### src/rtl/perf_pkg.sv
// Shared register map, CTRL bit positions and pass code for the performance monitor.
package perf_pkg;

    localparam logic [7:0] CTRL_ADDR    = 8'h00;
    localparam logic [7:0] CONSOLE_ADDR = 8'h01;
    localparam logic [7:0] TOHOST_ADDR  = 8'h02;
    localparam logic [7:0] SNAP_ADDR    = 8'h03;
    localparam logic [7:0] CNT_BASE     = 8'h10;

    localparam int CTRL_RUN_BIT   = 0;
    localparam int CTRL_CLEAR_BIT = 1;
    localparam int CTRL_FINI_BIT  = 2;

    localparam logic [31:0] PASS_CODE = 32'h0002_0000;

    // CLEAR is a write-only pulse, so its bit always reads back as zero.
    function automatic logic [31:0] ctrl_word(input logic run, input logic fini);
        logic [31:0] w;
        w = '0;
        w[CTRL_RUN_BIT]  = run;
        w[CTRL_FINI_BIT] = fini;
        return w;
    endfunction

endpackage

### src/rtl/perf_if.sv
// CPU data-bus slave port of the performance monitor.
interface perf_if;
    logic        sel_i;
    logic        we_i;
    logic [7:0]  addr_i;
    logic [31:0] wdata_i;
    logic [31:0] rdata_o;
    logic        rvalid_o;

    modport master (output sel_i, we_i, addr_i, wdata_i, input rdata_o, rvalid_o);
    modport slave  (input sel_i, we_i, addr_i, wdata_i, output rdata_o, rvalid_o);
endinterface

### src/rtl/perf_cnt.sv
// Single wrapping event counter; clear takes priority over increment.
module perf_cnt #(
    parameter int CNT_W = 64
) (
    input  logic             clk,
    input  logic             rst,
    input  logic             inc,
    input  logic             clear,
    output logic [CNT_W-1:0] count
);

    always_ff @(posedge clk) begin
        if (rst || clear) begin
            count <= '0;
        end else if (inc) begin
            count <= count + CNT_W'(1);
        end
    end

endmodule

### src/rtl/perf_monitor.sv
// Performance counters plus console/tohost MMIO on the CPU data bus.
// Optional PERF_SNAPSHOT_EN adds a SNAP register and per-counter shadow copies.
module perf_monitor
    import perf_pkg::*;
#(
    parameter int NUM_CNT = 5,
    parameter int CNT_W   = 64
) (
    input  logic               clk_i,
    input  logic               rst_i,
    input  logic [NUM_CNT-1:0] evt_i,
    perf_if.slave              bus,
    output logic               con_valid_o,
    output logic [7:0]         con_data_o,
    output logic               fini_o,
    output logic [31:0]        exit_code_o
);

    logic             wr;
    logic             rd;
    logic             run;
    logic             fini;
    logic             clear;
    logic [31:0]      exit_code;
    logic [CNT_W-1:0] cnt [NUM_CNT];
    logic [7:0]       addr_off;
    logic [63:0]      sel_cnt;
    logic             cnt_match;
    logic [31:0]      rd_mux;
    logic             con_wr;

    assign wr       = bus.sel_i && bus.we_i;
    assign rd       = bus.sel_i && !bus.we_i;
    assign clear    = wr && (bus.addr_i == CTRL_ADDR) && bus.wdata_i[CTRL_CLEAR_BIT];
    assign con_wr   = wr && (bus.addr_i == CONSOLE_ADDR) && !fini;
    assign addr_off = bus.addr_i - CNT_BASE;

    assign fini_o      = fini;
    assign exit_code_o = exit_code;

    // fini is registered, so an event in the TOHOST write cycle still counts.
    for (genvar g = 0; g < NUM_CNT; g++) begin : g_cnt
        perf_cnt #(.CNT_W(CNT_W)) u_cnt (
            .clk   (clk_i),
            .rst   (rst_i),
            .inc   (evt_i[g] && run && !fini),
            .clear (clear),
            .count (cnt[g])
        );
    end

`ifdef PERF_SNAPSHOT_EN
    logic             snap_wr;
    logic [CNT_W-1:0] shadow [NUM_CNT];

    assign snap_wr = wr && (bus.addr_i == SNAP_ADDR);

    // Shadows sample the registered counters, so a same-cycle CLEAR is not yet visible.
    always_ff @(posedge clk_i) begin
        if (rst_i) begin
            for (int i = 0; i < NUM_CNT; i++) shadow[i] <= '0;
        end else if (snap_wr) begin
            for (int i = 0; i < NUM_CNT; i++) shadow[i] <= cnt[i];
        end
    end
`else
    logic [31:0] hi_latch;
`endif

    always_comb begin
        sel_cnt   = '0;
        cnt_match = 1'b0;
        for (int i = 0; i < NUM_CNT; i++) begin
            if (bus.addr_i >= CNT_BASE && int'(addr_off[7:1]) == i) begin
                cnt_match = 1'b1;
`ifdef PERF_SNAPSHOT_EN
                sel_cnt   = 64'(shadow[i]);
`else
                sel_cnt   = 64'(cnt[i]);
`endif
            end
        end

        rd_mux = '0;
        if (bus.addr_i == CTRL_ADDR) begin
            rd_mux = ctrl_word(run, fini);
        end else if (bus.addr_i == TOHOST_ADDR) begin
            rd_mux = exit_code;
        end else if (cnt_match) begin
`ifdef PERF_SNAPSHOT_EN
            rd_mux = addr_off[0] ? sel_cnt[63:32] : sel_cnt[31:0];
`else
            rd_mux = addr_off[0] ? hi_latch : sel_cnt[31:0];
`endif
        end
    end

    always_ff @(posedge clk_i) begin
        if (rst_i) begin
            bus.rdata_o  <= '0;
            bus.rvalid_o <= 1'b0;
            con_valid_o  <= 1'b0;
            con_data_o   <= '0;
            run          <= 1'b1;
            fini         <= 1'b0;
            exit_code    <= '0;
`ifndef PERF_SNAPSHOT_EN
            hi_latch     <= '0;
`endif
        end else begin
            bus.rvalid_o <= rd;
            if (rd) bus.rdata_o <= rd_mux;
`ifndef PERF_SNAPSHOT_EN
            // LO read freezes the matching high word for the following HI read.
            if (rd && cnt_match && !addr_off[0]) hi_latch <= sel_cnt[63:32];
`endif
            con_valid_o <= con_wr;
            if (con_wr) con_data_o <= bus.wdata_i[7:0];
            if (wr && bus.addr_i == CTRL_ADDR) run <= bus.wdata_i[CTRL_RUN_BIT];
            if (wr && bus.addr_i == TOHOST_ADDR) begin
                fini      <= 1'b1;
                exit_code <= bus.wdata_i;
            end
        end
    end

endmodule

### src/flat_wrapper.sv
// flat-port wrapper written by rule: the top's interface ports become plain ports
module perf_monitor_flat import perf_pkg::*;
#(
    parameter int NUM_CNT = 5,
    parameter int CNT_W   = 64
)
  (clk_i, rst_i, evt_i, con_valid_o, con_data_o, fini_o, exit_code_o, bus_sel_i, bus_we_i, bus_addr_i, bus_wdata_i, bus_rdata_o, bus_rvalid_o);
  perf_if bus_i ();
  input  logic clk_i;
  input  logic rst_i;
  input  logic [NUM_CNT-1:0] evt_i;
  output logic con_valid_o;
  output logic [7:0] con_data_o;
  output logic fini_o;
  output logic [31:0] exit_code_o;
  input wire logic [$bits(bus_i.sel_i)-1:0] bus_sel_i;
  input wire logic [$bits(bus_i.we_i)-1:0] bus_we_i;
  input wire logic [$bits(bus_i.addr_i)-1:0] bus_addr_i;
  input wire logic [$bits(bus_i.wdata_i)-1:0] bus_wdata_i;
  output wire logic [$bits(bus_i.rdata_o)-1:0] bus_rdata_o;
  output wire logic [$bits(bus_i.rvalid_o)-1:0] bus_rvalid_o;
  assign bus_i.sel_i = bus_sel_i;
  assign bus_i.we_i = bus_we_i;
  assign bus_i.addr_i = bus_addr_i;
  assign bus_i.wdata_i = bus_wdata_i;
  assign bus_rdata_o = bus_i.rdata_o;
  assign bus_rvalid_o = bus_i.rvalid_o;
  perf_monitor #(.NUM_CNT(NUM_CNT), .CNT_W(CNT_W)) u_core (.clk_i(clk_i), .rst_i(rst_i), .evt_i(evt_i), .bus(bus_i), .con_valid_o(con_valid_o), .con_data_o(con_data_o), .fini_o(fini_o), .exit_code_o(exit_code_o));
endmodule
### config.mk
export PLATFORM = sky130hd
export DESIGN_NAME = perf_monitor_flat
export DESIGN_NICKNAME = d
export VERILOG_FILES = /design/src/rtl/perf_pkg.sv /design/src/rtl/perf_if.sv /design/src/rtl/perf_cnt.sv /design/src/rtl/perf_monitor.sv /design/src/flat_wrapper.sv
export SDC_FILE = /design/constraint.sdc
export NUM_CORES = 1
export LEC_CHECK = 0
export ABC_AREA = 1
export CORE_MARGIN = 2
export CORE_UTILIZATION = 40
export CTS_CLUSTER_SIZE = 10
export DETAILED_ROUTE_END_ITERATION = 7
export GPL_TIMING_DRIVEN = 0
export SYNTH_ARGS = -nofsm -noshare
export SYNTH_HDL_FRONTEND = slang
export SYNTH_SLANG_ARGS = --single-unit
### constraint.sdc
create_clock -name clk_i -period 3.3 [get_ports clk_i]
set_input_delay 0.66 -clock clk_i [delete_from_list [all_inputs] [get_ports clk_i]]
set_output_delay 0.66 -clock clk_i [all_outputs]
set_load 0.01 [all_outputs]
Word level (Yosys, flattened, before mapping). Index checks and enable logic that the tools add are counted.

Register bits after elaboration: 428. Output and inout port bits: 75. Logic and storage cells: 70.

Add/subtract/negate cells: 6. Magnitude comparators: 1. Equality and inequality tests: 6. Multiplexer cells: 14. Reductions and logical operators: 30.

Operator list (number): adder 64 x 1 -> 64 bit (second input constant) (5); 2-to-1 mux 64 bit (5); 2-to-1 mux 32 bit (4); logical AND 1 bit (24); == test 7 x 3 -> 1 bit (second input constant) (2); == test 8 x 1 -> 1 bit (second input constant) (1); == test 8 x 2 -> 1 bit (second input constant) (1); >= comparator 8 x 5 -> 1 bit (second input constant) (1); zero test 8 bit (1); subtractor 8 x 5 -> 8 bit (second input constant) (1); == test 7 x 2 -> 1 bit (second input constant) (1); == test 7 x 4 -> 1 bit (second input constant) (1); zero test 7 bit (1); 2-to-1 mux 1 bit (5); zero test 1 bit (3); logical OR 1 bit (1).

Logic depth before layout (Yosys ltp).
Depth after elaboration: 12. Depth in mapped cells: 17. Gate-level depth less buffers: 16.

Hierarchy. From an unflattened synthesis, not the netlist that was laid out.

Cell total of the unflattened synthesis: 4380. Area total of the unflattened synthesis: 26689.3 um2.

By module, submodules not included: perf_cnt (instances 5, cells an instance 640, area an instance 3931.3 um2, sequential area each 1281.2 um2); perf_monitor (instances 1, cells an instance 1180, area an instance 7033.0 um2, sequential area each 2162.1 um2).

Least setup slack after synthesis. No wires, ideal clock.

Path kind: input to register. From: in bus_addr_i[5]. To: reg u_core.hi_latch[19]. Arrival time: 2.216 ns. Data required time: 3.183 ns. Slack: 0.967 ns. Cell stages on the path: 10. Path through: inv_1 -> ha_1 -> nand3_1 -> nor3_4 -> nor2_1 -> nand2_2 -> nand3_4 -> clkbuf_1 -> nor3_1 -> nor2_1.

Cells in the longest elaborated chain, start to end: 10. Elaborated cells between the ends (all ways): 24. Classes of those cells: 1 x add/sub; 1 x order compare; 4 x eq/ne; 10 x mux; 8 x reduce/logical.

RTL lines: from (decl) (RTL line flat_wrapper.sv:18) `input wire logic [$bits(bus_i.addr_i)-1:0] bus_addr_i;`; subtractor 8 x 5 -> 8 bit (RTL line perf_monitor.sv:36) `assign addr_off = bus.addr_i - CNT_BASE;`; zero test 7 bit (RTL line perf_monitor.sv:74) `if (bus.addr_i >= CNT_BASE && int'(addr_off[7:1]) == i) begin`; logical AND 1 bit (RTL line perf_monitor.sv:74); 2-to-1 mux 1 bit (5 in series) (RTL line perf_monitor.sv:74); logical AND 1 bit (2 in series) (RTL line perf_monitor.sv:115) `if (rd && cnt_match && !addr_off[0]) hi_latch <= sel_cnt[63:32];`; to (signal assigned) (RTL line perf_monitor.sv:115); to (decl) (RTL line perf_monitor.sv:67) `logic [31:0] hi_latch;`.

Several ways; a longest one is shown, not always the timed one. A chain may end at the register's enable or synchronous reset.

Final worst setup path.
From: in bus_addr_i[4]. To: reg u_core.hi_latch[0].

Same word-level chain as after synthesis.

==> results.json <==
{
  "synthCells": 3835,
  "core_um2": 60600,
  "die_y_um": 252,
  "detail_route.iter0.violations": 3314,
  "utilization_pct": 47.1,
  "avgSynthCellArea_um2": 6.42,
  "setup_viol": 6,
  "cts.clk_slew.worst_paths_ns": 0.07,
  "buffer_cell_driving_the_clock_tree_root": "clkbuf_16",
  "cellLeakagePower_nw": 9.57,
  "fill_cells": 6483,
  "synthDominantAreaCellType": "dfxtp_1",
  "async_reset_ff_share_pct": 0,
  "ant_nets": 0,
  "cp.required_ns": 3.82,
  "post-route-drc-count": 0,
  "worst_vdd_rail_ir_drop_mv": 0.423,
  "grt.overflow.total": 0,
  "tns_ns": -0.222,
  "num_io_pins": 124,
  "warnings_from_yosys": 0,
  "worst_margin_slew_ns": 1.39,
  "setup.worst_path.start_class": "input pin",
  "synth.net_count": 3891,
  "crit_path_top_delay_cell": "clkdlybuf4s50_1",
  "finalWeightedCongestion": 1.02,
  "placement.setup.worst_slack_ns": -1.12,
  "cts_tree": "yes",
  "synthesis.area_um2": 24600,
  "max_clock_freq_mhz": 297,
  "drv_cap": 0,
  "post_drt_wl_per_cell_um": 22.5,
  "final_layout_size_suffix_gt1_share_pct": 6.48,
  "drt-pass1-iter-count": 6,
  "synth_top_area_share_pct": 34.8,
  "failed_checks": "negative setup slack",
  "maxSlewHeadroom_pct": 7.01,
  "clock-sinks": 428,
  "commonest_non_fill_non_tap_cell_in_the_layout": "nand2_1",
  "hold_slack_ns": 0.465,
  "dominantRegCellSynth": "dfxtp_1",
  "crit_path_max_fanout": 10,
  "grt_first_pass_wirelength_um": 157000,
  "syn_to_final_growth_pct": 16.0,
  "timing_worst_setup_path_type": "in2reg",
  "yosys.cell_types.count": 52,
  "yosys-top-cells-area": "dfxtp_1, nand2_1, nor2_1, inv_1, a21oi_1",
  "layout.nets": 4069,
  "cp_data_arrival_time_ns": 3.89,
  "placementRows": 90,
  "cts_buffers": 53,
  "start_util_pct": 40.6,
  "via_per_inst": 5.51,
  "run_status": "complete, but fails checks",
  "number_of_synthesized_flops_with_an_enable_pin": 0,
  "min_path_type": "reg2reg",
  "design_power_total_mw": 11.5,
  "clock_insertion_delay_worst_skew_ns": 0.62,
  "final.setup.worst_slack_ns": -0.0712,
  "io_buffers": 120,
  "min_period_over_period_pct": 102,
  "ctsHtreeMaxLevel": 2,
  "power.density_nw_per_um2": 403,
  "report.final.hold_viol_count": 0,
  "antenna_violations_before_repair": 3,
  "period_needed_ns": 3.37,
  "rsz_0062_raised_after_global_routing": "true",
  "mostFrequentLayoutCells": "nand2_1, nor2_1, dfxtp_1",
  "die-area_um2": 63600,
  "drt-total-wl_um": 109000,
  "postSynthRegisterBits": 428,
  "cts-root-to-sink-buffers": 3,
  "crit_path_end_kind": "register",
  "global_route.usage.total_pct": 33.4,
  "pin_count_of_the_biggest_net_entering_global_routing": 14,
  "cp_slowest_stage_delay_ns": 0.64,
  "dp_hpwl_um": 87600,
  "finClkSkew_ns": 0.0266,
  "die_width_um": 252,
  "synth.yosys.seq_area_share_pct": 34.8,
  "report.final.slew_viol_count": 0,
  "grt_pass1_vias": 23787,
  "total_via_count_after_detailed_routing": 26605,
  "cp_cell_instances": "clkdlybuf4s50_1 -> inv_2 -> ha_1 -> inv_1 -> nand2_1 -> nand3_1 -> nor2_4 -> nand2_1 -> buf_1 -> o22ai_1 -> a21oi_1 -> o211ai_1 -> nor2_1 -> nor2_1"
}
layout make-up:
type	instances	area, um2	share of cell area, %
flip-flops and latches	428	8570	30.0
plain buffers	126	567	1.98
multi-input cells	2852	14000	48.9
clock buffers	84	1630	5.69
repair buffers	123	1220	4.29
well taps	782	978	3.43
clock inverters	4	23.8	0.0833
diodes	1	2.50	0.00876
inverters	429	1610	5.65
registers in the layout, indices dropped and copies added (netlist names):
signal	cells
u_core.g_cnt.u_cnt.count	320
u_core.fini_o	1
u_core.hi_latch	32
u_core.bus.rdata_o	32
u_core.exit_code_o	32
u_core.bus.rvalid_o	1
u_core.run	1
u_core.con_valid_o	1
u_core.con_data_o	8
where the power goes:
part           switching (mW)  total, mW  internal (mW)
Sequential             0.0185       5.20           5.18
Clock                    2.42       5.74           3.33
Combinational           0.405      0.552          0.148
metrics by stage:
step | instance area [um2] | std cells
after floorplan | 24600 | 3835
after global placement | 26800 | 4737
after detailed placement | 26800 | 4737
after CTS | 28500 | 4828
after global routing | 28600 | 4828
final | 28600 | 4829
cell usage after synthesis (21+ instances only):
cell	number
nor2_1	648
nor2_2	31
o21ai_1	40
inv_1	406
buf_2	34
nor3_1	205
xor2_1	135
dfxtp_1	428
nand3_1	258
nand4_1	108
xnor2_1	21
a21oi_1	285
clkbuf_1	81
o21ai_0	113
nor4_1	24
nand2_1	808
worst paths after layout:
| kind | from | to | slack (ns) | cells after the start |
|---|---|---|---|---|
| max | bus_addr_i[4] | u_core.hi_latch[0]$_SDFFE_PP0P_ | -0.07 | 14 |
| min | u_core.bus.rdata_o[24]$_SDFFE_PP0P_ | u_core.bus.rdata_o[24]$_SDFFE_PP0P_ | 0.46 | 2 |
| max reg2reg | u_core.fini_o$_SDFFE_PP0P_ | u_core.g_cnt[0].u_cnt.count[55]$_SDFFE_PP0P_ | 0.35 | 10 |
| min reg2reg | u_core.bus.rdata_o[24]$_SDFFE_PP0P_ | u_core.bus.rdata_o[24]$_SDFFE_PP0P_ | 0.46 | 2 |
worst max-delay path: cells and delay by family:
family	cells	cell delay [ns]
AND/OR/NAND/NOR	6	0.97
adder cells (fa/ha/maj)	1	0.22
buffers and inverters	4	1.25
AO/OA/AOI/OAI	3	0.77
logic make-up after synthesis:
logic type	share of synthesized area, %
buffers and inverters	8.73
and+or+nand+nor	39.7
DFF	34.8
AOI/OAI and AO/OA	10.9
adders and majority gates	0.356
xor gates and xnor gates	5.55
layer usage:
metal | track usage [%] | up-vias | share of wire (%)
li1 | - | 12849 | -
met3 | 5.95 | 177 | 9.6
met1 | 50.0 | 12454 | 46
met4 | 12.0 | 2 | 3.7
met5 | 0 | - | 0.010
met2 | 47.4 | 1123 | 41
timing repair:
item	4_1_cts	5_1_grt
gates resized for setup	12	30
pin swaps	2	0
hold buffers	0	0
endpoints found under the setup margin	139	178
buffers inserted	3	0
(Power assumes the default switching activity.)
